--- config.mk ---
export PLATFORM = sky130hd
export DESIGN_NAME = regfile_dump_flat
export DESIGN_NICKNAME = d
export VERILOG_FILES = /design/src/rtl/regfile_dump_if.sv /design/src/rtl/regfile_dump.sv /design/src/flat_wrapper.sv
export SDC_FILE = /design/constraint.sdc
export NUM_CORES = 1
export LEC_CHECK = 0
export BUFFER_PORTS_ARGS = -buffer_cell sky130_fd_sc_hd__buf_2
export CAP_MARGIN = 20
export CORE_MARGIN = 2
export CORE_UTILIZATION = 45
export DETAILED_ROUTE_END_ITERATION = 8
export GPL_ROUTABILITY_DRIVEN = 0
export PLACE_DENSITY = 0.83
export SLEW_MARGIN = 20
export SYNTH_ARGS = -nofsm -noshare
export SYNTH_HDL_FRONTEND = slang
export SYNTH_SLANG_ARGS = --single-unit
--- constraint.sdc ---
create_clock -name clk -period 2.4 [get_ports clk]
set_input_delay 0.48 -clock clk [delete_from_list [all_inputs] [get_ports clk]]
set_output_delay 0.48 -clock clk [all_outputs]
set_load 0.03 [all_outputs]
--- src/rtl/regfile_dump_if.sv ---
// regfile_dump_if: valid/ready word stream carried from the register-file
// dumper to the message-decoder debug/output path.
//   master - the dumper (drives the word, index and last flag)
//   slave  - the downstream consumer (drives out_ready)
interface regfile_dump_if;
    logic        out_valid;
    logic        out_ready;
    logic [31:0] out_data;
    logic [3:0]  out_index;
    logic        out_last;

    modport master (
        output out_valid,
        output out_data,
        output out_index,
        output out_last,
        input  out_ready
    );

    modport slave (
        input  out_valid,
        input  out_data,
        input  out_index,
        input  out_last,
        output out_ready
    );
endinterface

--- src/rtl/regfile_dump.sv ---
// regfile_dump: sequential reader for the ARMv4 register file.
// On a start pulse it walks register indices FIRST_REG..LAST_REG through
// one read port (READ captures a word, PRESENT hands it downstream) and
// pulses done once the final beat has been accepted.
// busy steers the external read-address mux away from the core.
//
// Optional feature macro: REGDUMP_CHECKSUM_EN
//   defined   - a 32-bit running sum of the captured words is emitted as an
//               extra final beat (index 4'hF, out_last=1)
//   undefined - no accumulator; out_last marks the LAST_REG beat
module regfile_dump #(
    parameter int FIRST_REG = 0,
    parameter int LAST_REG  = 15
) (
    input  logic           clk,
    input  logic           rst,        // asynchronous, active-low
    input  logic           start,
    output logic [3:0]     rf_addr,
    input  logic [31:0]    rf_data,
    regfile_dump_if.master dump_out,
    output logic           busy,
    output logic           done
);

    localparam logic [1:0] ST_IDLE    = 2'd0;
    localparam logic [1:0] ST_READ    = 2'd1;
    localparam logic [1:0] ST_PRESENT = 2'd2;
    localparam logic [1:0] ST_FINISH  = 2'd3;

    localparam logic [3:0] FIRST_IDX = 4'(FIRST_REG);
    localparam logic [3:0] LAST_IDX  = 4'(LAST_REG);

    logic [1:0]  state_reg, state_next;
    logic [3:0]  idx_reg, idx_next;
    logic [31:0] data_reg, data_next;
    logic [3:0]  index_reg, index_next;
    logic        last_reg, last_next;
    logic        at_last_idx;

`ifdef REGDUMP_CHECKSUM_EN
    logic [31:0] sum_reg, sum_next;
    logic        sum_beat_reg, sum_beat_next;
`endif

    // The walk stops here; idx is never incremented past LAST_REG so it cannot wrap.
    assign at_last_idx = (idx_reg == LAST_IDX);

    // Status outputs decode straight from the state so an asynchronous
    // reset clears them in the same instant the FSM returns to IDLE.
    assign busy               = (state_reg == ST_READ) || (state_reg == ST_PRESENT);
    assign done               = (state_reg == ST_FINISH);
    assign dump_out.out_valid = (state_reg == ST_PRESENT);

    // The read address is the walk index in every state, so the external
    // mux sees a steady value even while PRESENT is stalled.
    assign rf_addr            = idx_reg;

    assign dump_out.out_data  = data_reg;
    assign dump_out.out_index = index_reg;
    assign dump_out.out_last  = last_reg;

    // Next-state, capture and walk-index logic.
    always_comb begin
        state_next = state_reg;
        idx_next   = idx_reg;
        data_next  = data_reg;
        index_next = index_reg;
        last_next  = last_reg;
`ifdef REGDUMP_CHECKSUM_EN
        sum_next      = sum_reg;
        sum_beat_next = sum_beat_reg;
`endif

        case (state_reg)
            ST_IDLE: begin
                // start is only looked at here; a request while busy is dropped.
                if (start) begin
                    idx_next   = FIRST_IDX;
                    state_next = ST_READ;
`ifdef REGDUMP_CHECKSUM_EN
                    sum_next      = 32'd0;
                    sum_beat_next = 1'b0;
`endif
                end
            end

            ST_READ: begin
                // rf_data is combinational from rf_addr=idx; latch it so the
                // presented word is frozen regardless of later writes.
                data_next  = rf_data;
                index_next = idx_reg;
`ifdef REGDUMP_CHECKSUM_EN
                // The sum beat, not the LAST_REG word, closes the dump.
                last_next = 1'b0;
                sum_next  = sum_reg + rf_data;
`else
                last_next = at_last_idx;
`endif
                state_next = ST_PRESENT;
            end

            ST_PRESENT: begin
                if (dump_out.out_ready) begin
`ifdef REGDUMP_CHECKSUM_EN
                    if (sum_beat_reg) begin
                        state_next = ST_FINISH;
                    end else if (at_last_idx) begin
                        // Stay in PRESENT and offer the checksum as one more beat.
                        data_next     = sum_reg;
                        index_next    = 4'hF;
                        last_next     = 1'b1;
                        sum_beat_next = 1'b1;
                    end else begin
                        idx_next   = idx_reg + 4'd1;
                        state_next = ST_READ;
                    end
`else
                    if (at_last_idx) begin
                        state_next = ST_FINISH;
                    end else begin
                        idx_next   = idx_reg + 4'd1;
                        state_next = ST_READ;
                    end
`endif
                end
            end

            ST_FINISH: begin
                state_next = ST_IDLE;
            end

            default: begin
                state_next = ST_IDLE;
            end
        endcase
    end

    // State and datapath registers; reset aborts any dump in progress.
    always_ff @(posedge clk or negedge rst) begin
        if (!rst) begin
            state_reg <= ST_IDLE;
            idx_reg   <= 4'd0;
            data_reg  <= 32'd0;
            index_reg <= 4'd0;
            last_reg  <= 1'b0;
        end else begin
            state_reg <= state_next;
            idx_reg   <= idx_next;
            data_reg  <= data_next;
            index_reg <= index_next;
            last_reg  <= last_next;
        end
    end

`ifdef REGDUMP_CHECKSUM_EN
    // Running checksum and the flag marking the extra checksum beat.
    always_ff @(posedge clk or negedge rst) begin
        if (!rst) begin
            sum_reg      <= 32'd0;
            sum_beat_reg <= 1'b0;
        end else begin
            sum_reg      <= sum_next;
            sum_beat_reg <= sum_beat_next;
        end
    end
`endif

endmodule

--- src/flat_wrapper.sv ---
// flat-port wrapper written by rule: the top's interface ports become plain ports
module regfile_dump_flat 
#(
    parameter int FIRST_REG = 0,
    parameter int LAST_REG  = 15
)
  (clk, rst, start, rf_addr, rf_data, busy, done, dump_out_out_valid, dump_out_out_data, dump_out_out_index, dump_out_out_last, dump_out_out_ready);
  regfile_dump_if dump_out_i ();
  input  logic clk;
  input  logic rst;
  input  logic start;
  output logic [3:0] rf_addr;
  input  logic [31:0] rf_data;
  output logic busy;
  output logic done;
  output wire logic [$bits(dump_out_i.out_valid)-1:0] dump_out_out_valid;
  output wire logic [$bits(dump_out_i.out_data)-1:0] dump_out_out_data;
  output wire logic [$bits(dump_out_i.out_index)-1:0] dump_out_out_index;
  output wire logic [$bits(dump_out_i.out_last)-1:0] dump_out_out_last;
  input wire logic [$bits(dump_out_i.out_ready)-1:0] dump_out_out_ready;
  assign dump_out_out_valid = dump_out_i.out_valid;
  assign dump_out_out_data = dump_out_i.out_data;
  assign dump_out_out_index = dump_out_i.out_index;
  assign dump_out_out_last = dump_out_i.out_last;
  assign dump_out_i.out_ready = dump_out_out_ready;
  regfile_dump #(.FIRST_REG(FIRST_REG), .LAST_REG(LAST_REG)) u_core (.clk(clk), .rst(rst), .start(start), .rf_addr(rf_addr), .rf_data(rf_data), .dump_out(dump_out_i), .busy(busy), .done(done));
endmodule
==> impl_metrics.yaml, run 1 <==
status:
  status: "finished clean"
clock_network:
  clkLatencyLatePin_ns: 0.29
  cts-resized-gates: 0
  hold_buffers: 0
  numCtsBuffers: 5
  clock_sinks: 43
  clk_pin_slew_ns: 0.08
  clockBufferDepth: 2
  htreeDepth: 2
  post_cts_buffers: 0
  cts_tree: "done"
  cts_root_buf: "clkbuf_8"
drt:
  dr.pass1.iters: 4
  routed_wl_mm: 3.50
  drtIter0Drc: 65
  vias_per_cell: 5.01
  drc: 0
  ant_nets: 0
  wire_per_inst_microns: 13.4
  vias: 1313
synthesis:
  yosys.area_share.simple_pct: 7.61
  syn_avg_cell_area_sq_um: 14.3
  yosys_warnings: 0
  synth_cells: 128
  synth.top_cell.area_share_pct: 58.9
  muxShareOfSynthArea_pct: 22.8
  ys_top_cells_by_count: "dfrtp_1 (43), mux2_2 (22), mux2_1 (15), ha_1 (6), nand3_1 (5)"
  synth_ff_type: "dfrtp_1"
  yosysSeqAreaShare_pct: 58.9
  synth_area_leaders: "dfrtp_1 (59%), mux2_2 (14%), mux2_1 (9.3%)"
  synth_nets: 170
  synth_xor_area_share_pct: 0
  ys_types: 24
  ys_async_sr_fraction_pct: 100
  synth_edf_count: 0
  synth-compound-area-share_pct: 4.18
  yosysTopAreaCell: "dfrtp_1"
  yosys_register_bits: 43
  yosysMostFrequentCell: "dfrtp_1"
  synth_top_family_by_area: "multiplexers"
  synth_area_sq_mm: 0.00183
  synth_adder_area_share_pct: 4.11
place:
  numPortBuffers: 79
  dp_hpwl_mm: 2.70
die:
  die-area_sq_mm: 0.00458
  die_x_microns: 67.7
  io_pins: 80
  core.rowCount: 23
  die_y_microns: 67.7
  coreArea_sq_mm: 0.00394
  start_util_pct: 46.3
global_route:
  antenna_found_initial: 0
  grt_util_all_layers_pct: 15.5
  grt_pass1_wl_mm: 5.29
  grt_pass1_vias: 1162
  grt_overflow: 0
  grt_max_degree: 26
cells_and_area:
  antenna_cells: 0
  largest_register_ffs: 32
  nets: 253
  area_growth_pct: 31.4
  fillers: 323
  drive_above_1_share_pct: 54.7
  seq_area_sq_mm: 0.00108
  multiInputGateArea_sq_um: 709
power:
  power_frac_clock_pct: 14.9
  p_comb_share_pct: 51.8
  power.share.switching_pct: 43.8
  switchingPower_uw: 1610
  sequentialPowerShare_pct: 33.3
  internal_power_uw: 2070
  power.density_mw_per_mm2: 1540
  ir_worst_vdd_v: 0.000822
  p_leak_uw: 0.00120
setup_path:
  critPathMaxFanout: 14
  crit_required_ns: 1.92
  start_kind: "flip-flop"
  arrival_ns: 1.56
  endpoint_kind: "primary output"
  worst-setup-path-type: "reg -> out"
hold_path:
  hold_path_class: "in -> async"
sta:
  setup_violations: 0
  rsz0062_at_grt: "false"
  finClkSkew_ns: 0.00783
  finalCriticalPeriod_ns: 2.04
  fmax_mhz: 489
  whs_ns: 0.132
  finalSetupTns_ns: 0
  period_share_pct: 85.2
  tightest_slew_ns: 0.474
  drv_slew: 0
  maxSlewHeadroom_pct: 68.4
  hold_violations: 0
flow_run:
  cap_viol_max_count: 0
stage by stage:
stage | setup WS, ns | cell area [sq um] | instances | power, uW | utilization (%)
final | 0.356 | 2400 | 262 | 3680 | 60.8
after global routing | 0.254 | 2400 | 262 | 3910 | 60.8
after CTS | 0.356 | 2400 | 262 | 3730 | 60.8
after detailed placement | 0.532 | 2290 | 254 | 3170 | 58.0
after global placement | 0.599 | 2290 | 254 | 3120 | 58.0
after floorplan | 0.542 | 1830 | 128 | 2630 | -
routing by layer:
| layer | share of wire, % | track usage [%] | up-vias |
|---|---|---|---|
| li1 | - | - | 623 |
| met1 | 43 | 19.8 | 634 |
| met2 | 50 | 25.4 | 54 |
| met3 | 7.0 | 3.00 | 2 |
| met4 | 0.40 | 6.89 | 0 |
| met5 | 0 | 0 | - |
placed cells by master (no fill, tap or decap), types with 3 or more instances in the layout:
cell / count
a31oi_1: 4
buf_2: 79
clkbuf_8: 5
dfrtp_1: 43
ha_1: 5
inv_1: 4
mux2_1: 15
mux2_2: 22
nand2_1: 3
nand3_1: 5
or4_1: 3
cell families after synthesis:
group / Yosys count
buffers and inverters: 9
AO/OA/AOI/OAI: 10
flip-flops: 43
adder cells (fa/ha/maj): 6
multiplexers: 37
AND/OR/NAND/NOR: 23
area by class of cell:
cell class,count,share of cell area (%)
clock buffers,5,2.87
clock inverters,3,1.83
inverters,4,0.626
multi-input cells,76,29.6
flip-flops and latches,43,44.9
well taps,50,2.61
repair buffers,81,17.6
worst max-delay path: stages (launching register included):
cell     delay [ns]
dfrtp_1        0.42
inv_1          0.13
ha_1           0.44
buf_2          0.28
power by group through the flow:
stage | registers [uW] | logic, uW | clock network (uW)
floorplan | 1850 | 778 | 0
global placement | 1220 | 1900 | 0
CTS | 1230 | 1930 | 566
detailed placement | 1250 | 1930 | 0
finish | 1230 | 1910 | 551
global route | 1270 | 2040 | 590
path summary, 6_finish.rpt:
| kind | start | endpoint | slack (ns) | depth (start not counted) |
|---|---|---|---|---|
| max | u_core.state_reg[0] | dump_out_out_valid | 0.36 | 3 |
| max reg2reg | u_core.state_reg[0] | u_core.rf_addr[3] | 0.51 | 5 |
| min reg2reg | u_core.dump_out.out_data[10] | u_core.dump_out.out_data[10] | 0.49 | 1 |
| max in group asynchronous | rst | u_core.dump_out.out_data[21] | 1.61 | 2 |
| min in group clk | rf_data[10] | u_core.dump_out.out_data[10] | 0.41 | 2 |
| min | rst | u_core.dump_out.out_data[15] | 0.13 | 1 |
Power figures use the tool's default switching activity.
==> inputs of run 2 (changes only) <==
--- a/config.mk
+++ b/config.mk
@@ -5,6 +5,7 @@
 export SDC_FILE = /design/constraint.sdc
 export NUM_CORES = 1
 export LEC_CHECK = 0
+export ABC_AREA = 1
 export BUFFER_PORTS_ARGS = -buffer_cell sky130_fd_sc_hd__buf_2
 export CAP_MARGIN = 20
 export CORE_MARGIN = 2
==> constraint.sdc (replaced) <==
create_clock -name clk -period 2.1 [get_ports clk]
set_input_delay 0.42 -clock clk [delete_from_list [all_inputs] [get_ports clk]]
set_output_delay 0.42 -clock clk [all_outputs]
set_load 0.03 [all_outputs]
==> impl_metrics.yaml, run 2 <==
cells_and_area:
  drive_above_1_share_pct: 56.4
  fillers: 335
  seq_area_sq_mm: 0.00108
  nets: 266
  antenna_cells: 0
  final_core_util_pct: 59.9
  multiInputGateArea_sq_um: 656
  layout_common_cells: "buf_2 (79), dfrtp_1 (43), mux2_2 (29), nand2_1 (21), inv_1 (11)"
  area_growth_pct: 30.4
  final_common_cell: "buf_2"
  largest_register_ffs: 32
global_route:
  grt_overflow: 0
  grt_pass1_wl_mm: 5.23
  antenna_found_initial: 0
  grt_max_degree: 44
  grt_util_all_layers_pct: 15.6
  grt_pass1_vias: 1170
die:
  die_y_microns: 67.5
  coreArea_sq_mm: 0.00394
  die_x_microns: 67.5
  io_pins: 80
  core.rowCount: 23
  start_util_pct: 46.0
  die-area_sq_mm: 0.00455
clock_network:
  clock_sinks: 43
  cts_tree: "done"
  cts_root_buf: "clkbuf_8"
  hold_buffers: 0
  clk_pin_slew_ns: 0.08
  cts-resized-gates: 0
  numCtsBuffers: 5
  clockBufferDepth: 2
  post_cts_buffers: 0
  htreeDepth: 2
  clkLatencyLatePin_ns: 0.28
sta:
  hold_violations: 0
  drv_slew: 0
  period_share_pct: 85.1
  tightest_slew_ns: 0.516
  finalSetupTns_ns: 0
  maxSlewHeadroom_pct: 65.6
  setup_violations: 0
  fmax_mhz: 560
  rsz0062_at_grt: "false"
  fin_ws_ns: 0.313
  finClkSkew_ns: 0.00335
  finalCriticalPeriod_ns: 1.79
synthesis:
  ys_types: 16
  synth_cells: 140
  ys_async_sr_fraction_pct: 100
  synth_area_leaders: "dfrtp_1 (59%), mux2_2 (18%), nand2_1 (4.4%)"
  yosysTopAreaCell: "dfrtp_1"
  synth_ff_type: "dfrtp_1"
  yosys_warnings: 0
  yosysSeqAreaShare_pct: 59.4
  synth_edf_count: 0
  yosysMostFrequentCell: "dfrtp_1"
  synth.top_cell.area_share_pct: 59.4
  ys_top_cells_by_count: "dfrtp_1 (43), mux2_2 (29), nand2_1 (21), inv_1 (11)"
  synth_nets: 182
  syn_avg_cell_area_sq_um: 12.9
  yosys_register_bits: 43
  synth_area_sq_mm: 0.00181
place:
  numPortBuffers: 79
  place_ws_ns: 0.619
  dp_hpwl_mm: 2.54
drt:
  drtIter0Drc: 38
  dr.pass1.iters: 2
  drc: 0
  vias_per_cell: 4.70
  routed_wl_mm: 3.33
  wire_per_inst_microns: 12.1
  vias: 1292
  ant_nets: 0
setup_path:
  worst_path_largest_cell_delay_ns: 0.41
  arrival_ns: 1.37
  critPathMaxFanout: 7
  crit_chain: "inv_1, ha_1, buf_2"
  crit_required_ns: 1.68
  r2r_end: "u_core.dump_out.out_data[10]"
  worst-setup-path-type: "reg -> out"
  r2r_slack_ns: 0.60
  worstRegToRegCells: 4
  start_kind: "flip-flop"
  endpoint_kind: "primary output"
  rr_startpoint: "u_core.state_reg[1]"
  crit_slowest_cell: "dfrtp_1"
power:
  power.density_mw_per_mm2: 1770
  p_leak_uw: 0.00123
  ir_worst_vdd_v: 0.00120
hold_path:
  hold_path_class: "in -> async"
flow_run:
  cap_viol_max_count: 0
status:
  status: "finished clean"
[run 2: cell type report]
| class | instances | area share, % |
|---|---|---|
| clock buffer | 8 | 4.24 |
| tap | 50 | 2.65 |
| inverter | 12 | 1.91 |
| multi-input combinational | 81 | 27.8 |
| sequential | 43 | 45.6 |
| timing repair buffer | 81 | 17.9 |
[run 2: worst max-delay path by stage]
stage                        startpoint                  to  cells after the start  slack (ns)
floorplan           u_core.state_reg[0]   u_core.rf_addr[3]                      8        0.61
detailed placement  u_core.state_reg[0]  dump_out_out_valid                      3        0.62
finish              u_core.state_reg[0]  dump_out_out_valid                      3        0.31
CTS                 u_core.state_reg[0]  dump_out_out_valid                      3        0.30
global placement    u_core.state_reg[0]  dump_out_out_valid                      3        0.63
global route        u_core.state_reg[0]  dump_out_out_valid                      3        0.22
[run 2: power breakdown]
part	switching, uW	internal, uW	leakage [uW]	total, uW
combinational	1370	851	0.000655	2220
clock	254	300	0.0000515	554
sequential	198	1210	0.000522	1410
[run 2: metrics by stage]
step | hold WS, ns | total power, uW | instance area (sq um) | instances
after global routing | 0.230 | 4440 | 2360 | 275
after floorplan | 0.124 | 3100 | 1810 | 140
after CTS | 0.215 | 4240 | 2360 | 275
final | 0.184 | 4180 | 2360 | 275
after global placement | 0.484 | 3620 | 2260 | 267
after detailed placement | 0.490 | 3680 | 2260 | 267
[run 2: layer usage]
layer	vias up	global-route usage, %	share of wire, %
li1	630	-	-
met1	627	19.1	42
met2	33	26.5	53
met3	2	5.00	4.5
met4	0	4.59	0.54
met5	-	0	0
[run 2: kinds of logic after synthesis]
group	after synthesis	share of synthesized area [%]
flops	43	59.4
mux	34	22.2
simple gates	34	7.74
buf+inv	16	4.56
compound gates	7	2.00
fa+ha+maj	6	4.14
[run 2: critical path, delay by kind of cell, from the launching register on]
kind	cells	cell delay (ns)
fa+ha+maj	1	0.30
buf+inv	2	0.37
flops	1	0.41
==> inputs of run 3 (changes only) <==
--- a/config.mk
+++ b/config.mk
@@ -10,6 +10,7 @@
 export CAP_MARGIN = 20
 export CORE_MARGIN = 2
 export CORE_UTILIZATION = 45
+export CTS_BUF_LIST = sky130_fd_sc_hd__clkbuf_16
 export DETAILED_ROUTE_END_ITERATION = 8
 export GPL_ROUTABILITY_DRIVEN = 0
 export PLACE_DENSITY = 0.83
==> impl_metrics.yaml, run 3 (synthesized netlist as in run 2, its figures left out) <==
die:
  die_x_microns: 67.5
  io_pins: 80
  die_y_microns: 67.5
  core.rowCount: 23
  start_util_pct: 46.0
  coreArea_sq_mm: 0.00394
  die-area_sq_mm: 0.00455
power:
  ir_worst_vdd_v: 0.00115
  internal_power_uw: 2490
  sequentialPowerShare_pct: 32.5
  p_comb_share_pct: 51.3
  power.share.switching_pct: 42.6
  power.density_mw_per_mm2: 1810
  switchingPower_uw: 1850
  power_frac_clock_pct: 16.2
  p_leak_uw: 0.00125
  power_uw: 4340
clock_network:
  numCtsBuffers: 5
  cts_tree: "done"
  htreeDepth: 2
  post_cts_buffers: 0
  clock_sinks: 43
  hold_buffers: 0
  cts_root_buf: "clkbuf_16"
  cts-resized-gates: 0
  clkLatencyLatePin_ns: 0.27
  clockBufferDepth: 2
  clk_pin_slew_ns: 0.06
drt:
  drc: 0
  dr.pass1.iters: 4
  drtIter0Drc: 45
  vias: 1293
  vias_per_cell: 4.70
  routed_wl_mm: 3.35
  ant_nets: 0
  wire_per_inst_microns: 12.2
setup_path:
  critPathMaxFanout: 7
  endpoint_kind: "primary output"
  arrival_ns: 1.35
  r2r_end: "u_core.dump_out.out_data[10]"
  worstRegToRegCells: 4
  worst-setup-path-type: "reg -> out"
  startpoint: "u_core.state_reg[0]"
  crit_required_ns: 1.68
  rr_startpoint: "u_core.state_reg[1]"
  cp-endpoint: "dump_out_out_valid"
  start_kind: "flip-flop"
  r2r_slack_ns: 0.61
cells_and_area:
  largest_register_ffs: 32
  drive_above_1_share_pct: 55.6
  nets: 266
  design_area_sq_mm: 0.00240
  antenna_cells: 0
  fillers: 332
  layout_common_cells: "buf_2 (79), dfrtp_1 (43), mux2_2 (29), nand2_1 (21), inv_1 (12)"
  final_common_cell: "buf_2"
  area_growth_pct: 32.4
  final_cells: 275
global_route:
  grt_pass1_wl_mm: 5.30
  grt_overflow: 0
  grt_max_degree: 44
  antenna_found_initial: 0
  grt_pass1_vias: 1178
  grt_util_all_layers_pct: 15.8
sta:
  period_share_pct: 84.1
  finClkSkew_ns: 0.00297
  rsz0062_at_grt: "false"
  tightest_slew_ns: 0.512
  drv_slew: 0
  fmax_mhz: 566
  finalSetupTns_ns: 0
  maxSlewHeadroom_pct: 65.8
  finalCriticalPeriod_ns: 1.77
  hold_violations: 0
  setup_violations: 0
place:
  dp_hpwl_mm: 2.54
  placed_area_sq_mm: 0.00226
  numPortBuffers: 79
  place_inst: 267
hold_path:
  hold_path_class: "in -> async"
status:
  status: "finished clean"
flow_run:
  cap_viol_max_count: 0
## run 3: cell count changes in the layout (fill, tap and decap cells not counted), sizes merged
cell,delta
clkbuf,-3
clkinv,+2
inv,+1
## run 3: area by class of cell
class / count / area [sq um] / share of cell area, %
inverters: 12 / 45.0 / 1.88
flip-flops and latches: 43 / 1080 / 44.9
well taps: 50 / 62.6 / 2.61
multi-input cells: 81 / 656 / 27.3
repair buffers: 81 / 423 / 17.6
clock buffers: 5 / 125 / 5.22
clock inverters: 3 / 11.3 / 0.469
## run 3: critical path, stage by stage (launching register included)
cell and delay [ns]:
dfrtp_1 0.41, inv_1 0.12, ha_1 0.30, buf_2 0.25
## run 3: layer usage
layer	up-vias	wire (microns)	GRT usage (%)
met1	627	1450	19.5
met3	2	147	4.50
met5	-	0	0
met4	0	18	4.59
met2	34	1740	26.9
li1	630	-	-
## run 3: worst min-delay path by stage
stage | to | depth (start not counted)
floorplan | u_core.dump_out.out_data[0] | 0
global placement | u_core.dump_out.out_data[20] | 1
detailed placement | u_core.dump_out.out_data[6] | 1
CTS | u_core.dump_out.out_data[24] | 2
global route | u_core.dump_out.out_data[13] | 2
finish | u_core.dump_out.out_data[30] | 2
## run 3: power groups by stage
stage | clock network [uW] | registers, uW | logic [uW]
finish | 704 | 1410 | 2220
CTS | 724 | 1420 | 2260
floorplan | 0 | 2130 | 972
global placement | 0 | 1410 | 2210
detailed placement | 0 | 1430 | 2260
global route | 763 | 1460 | 2380
## run 3: stage by stage
| step | utilization (%) | setup slack, ns | hold slack (ns) |
|---|---|---|---|
| after floorplan | - | 0.612 | 0.124 |
| after global placement | 57.4 | 0.634 | 0.484 |
| after CTS | 60.8 | 0.322 | 0.233 |
| after global routing | 60.8 | 0.243 | 0.255 |
| after detailed placement | 57.4 | 0.619 | 0.490 |
| final | 60.8 | 0.335 | 0.211 |
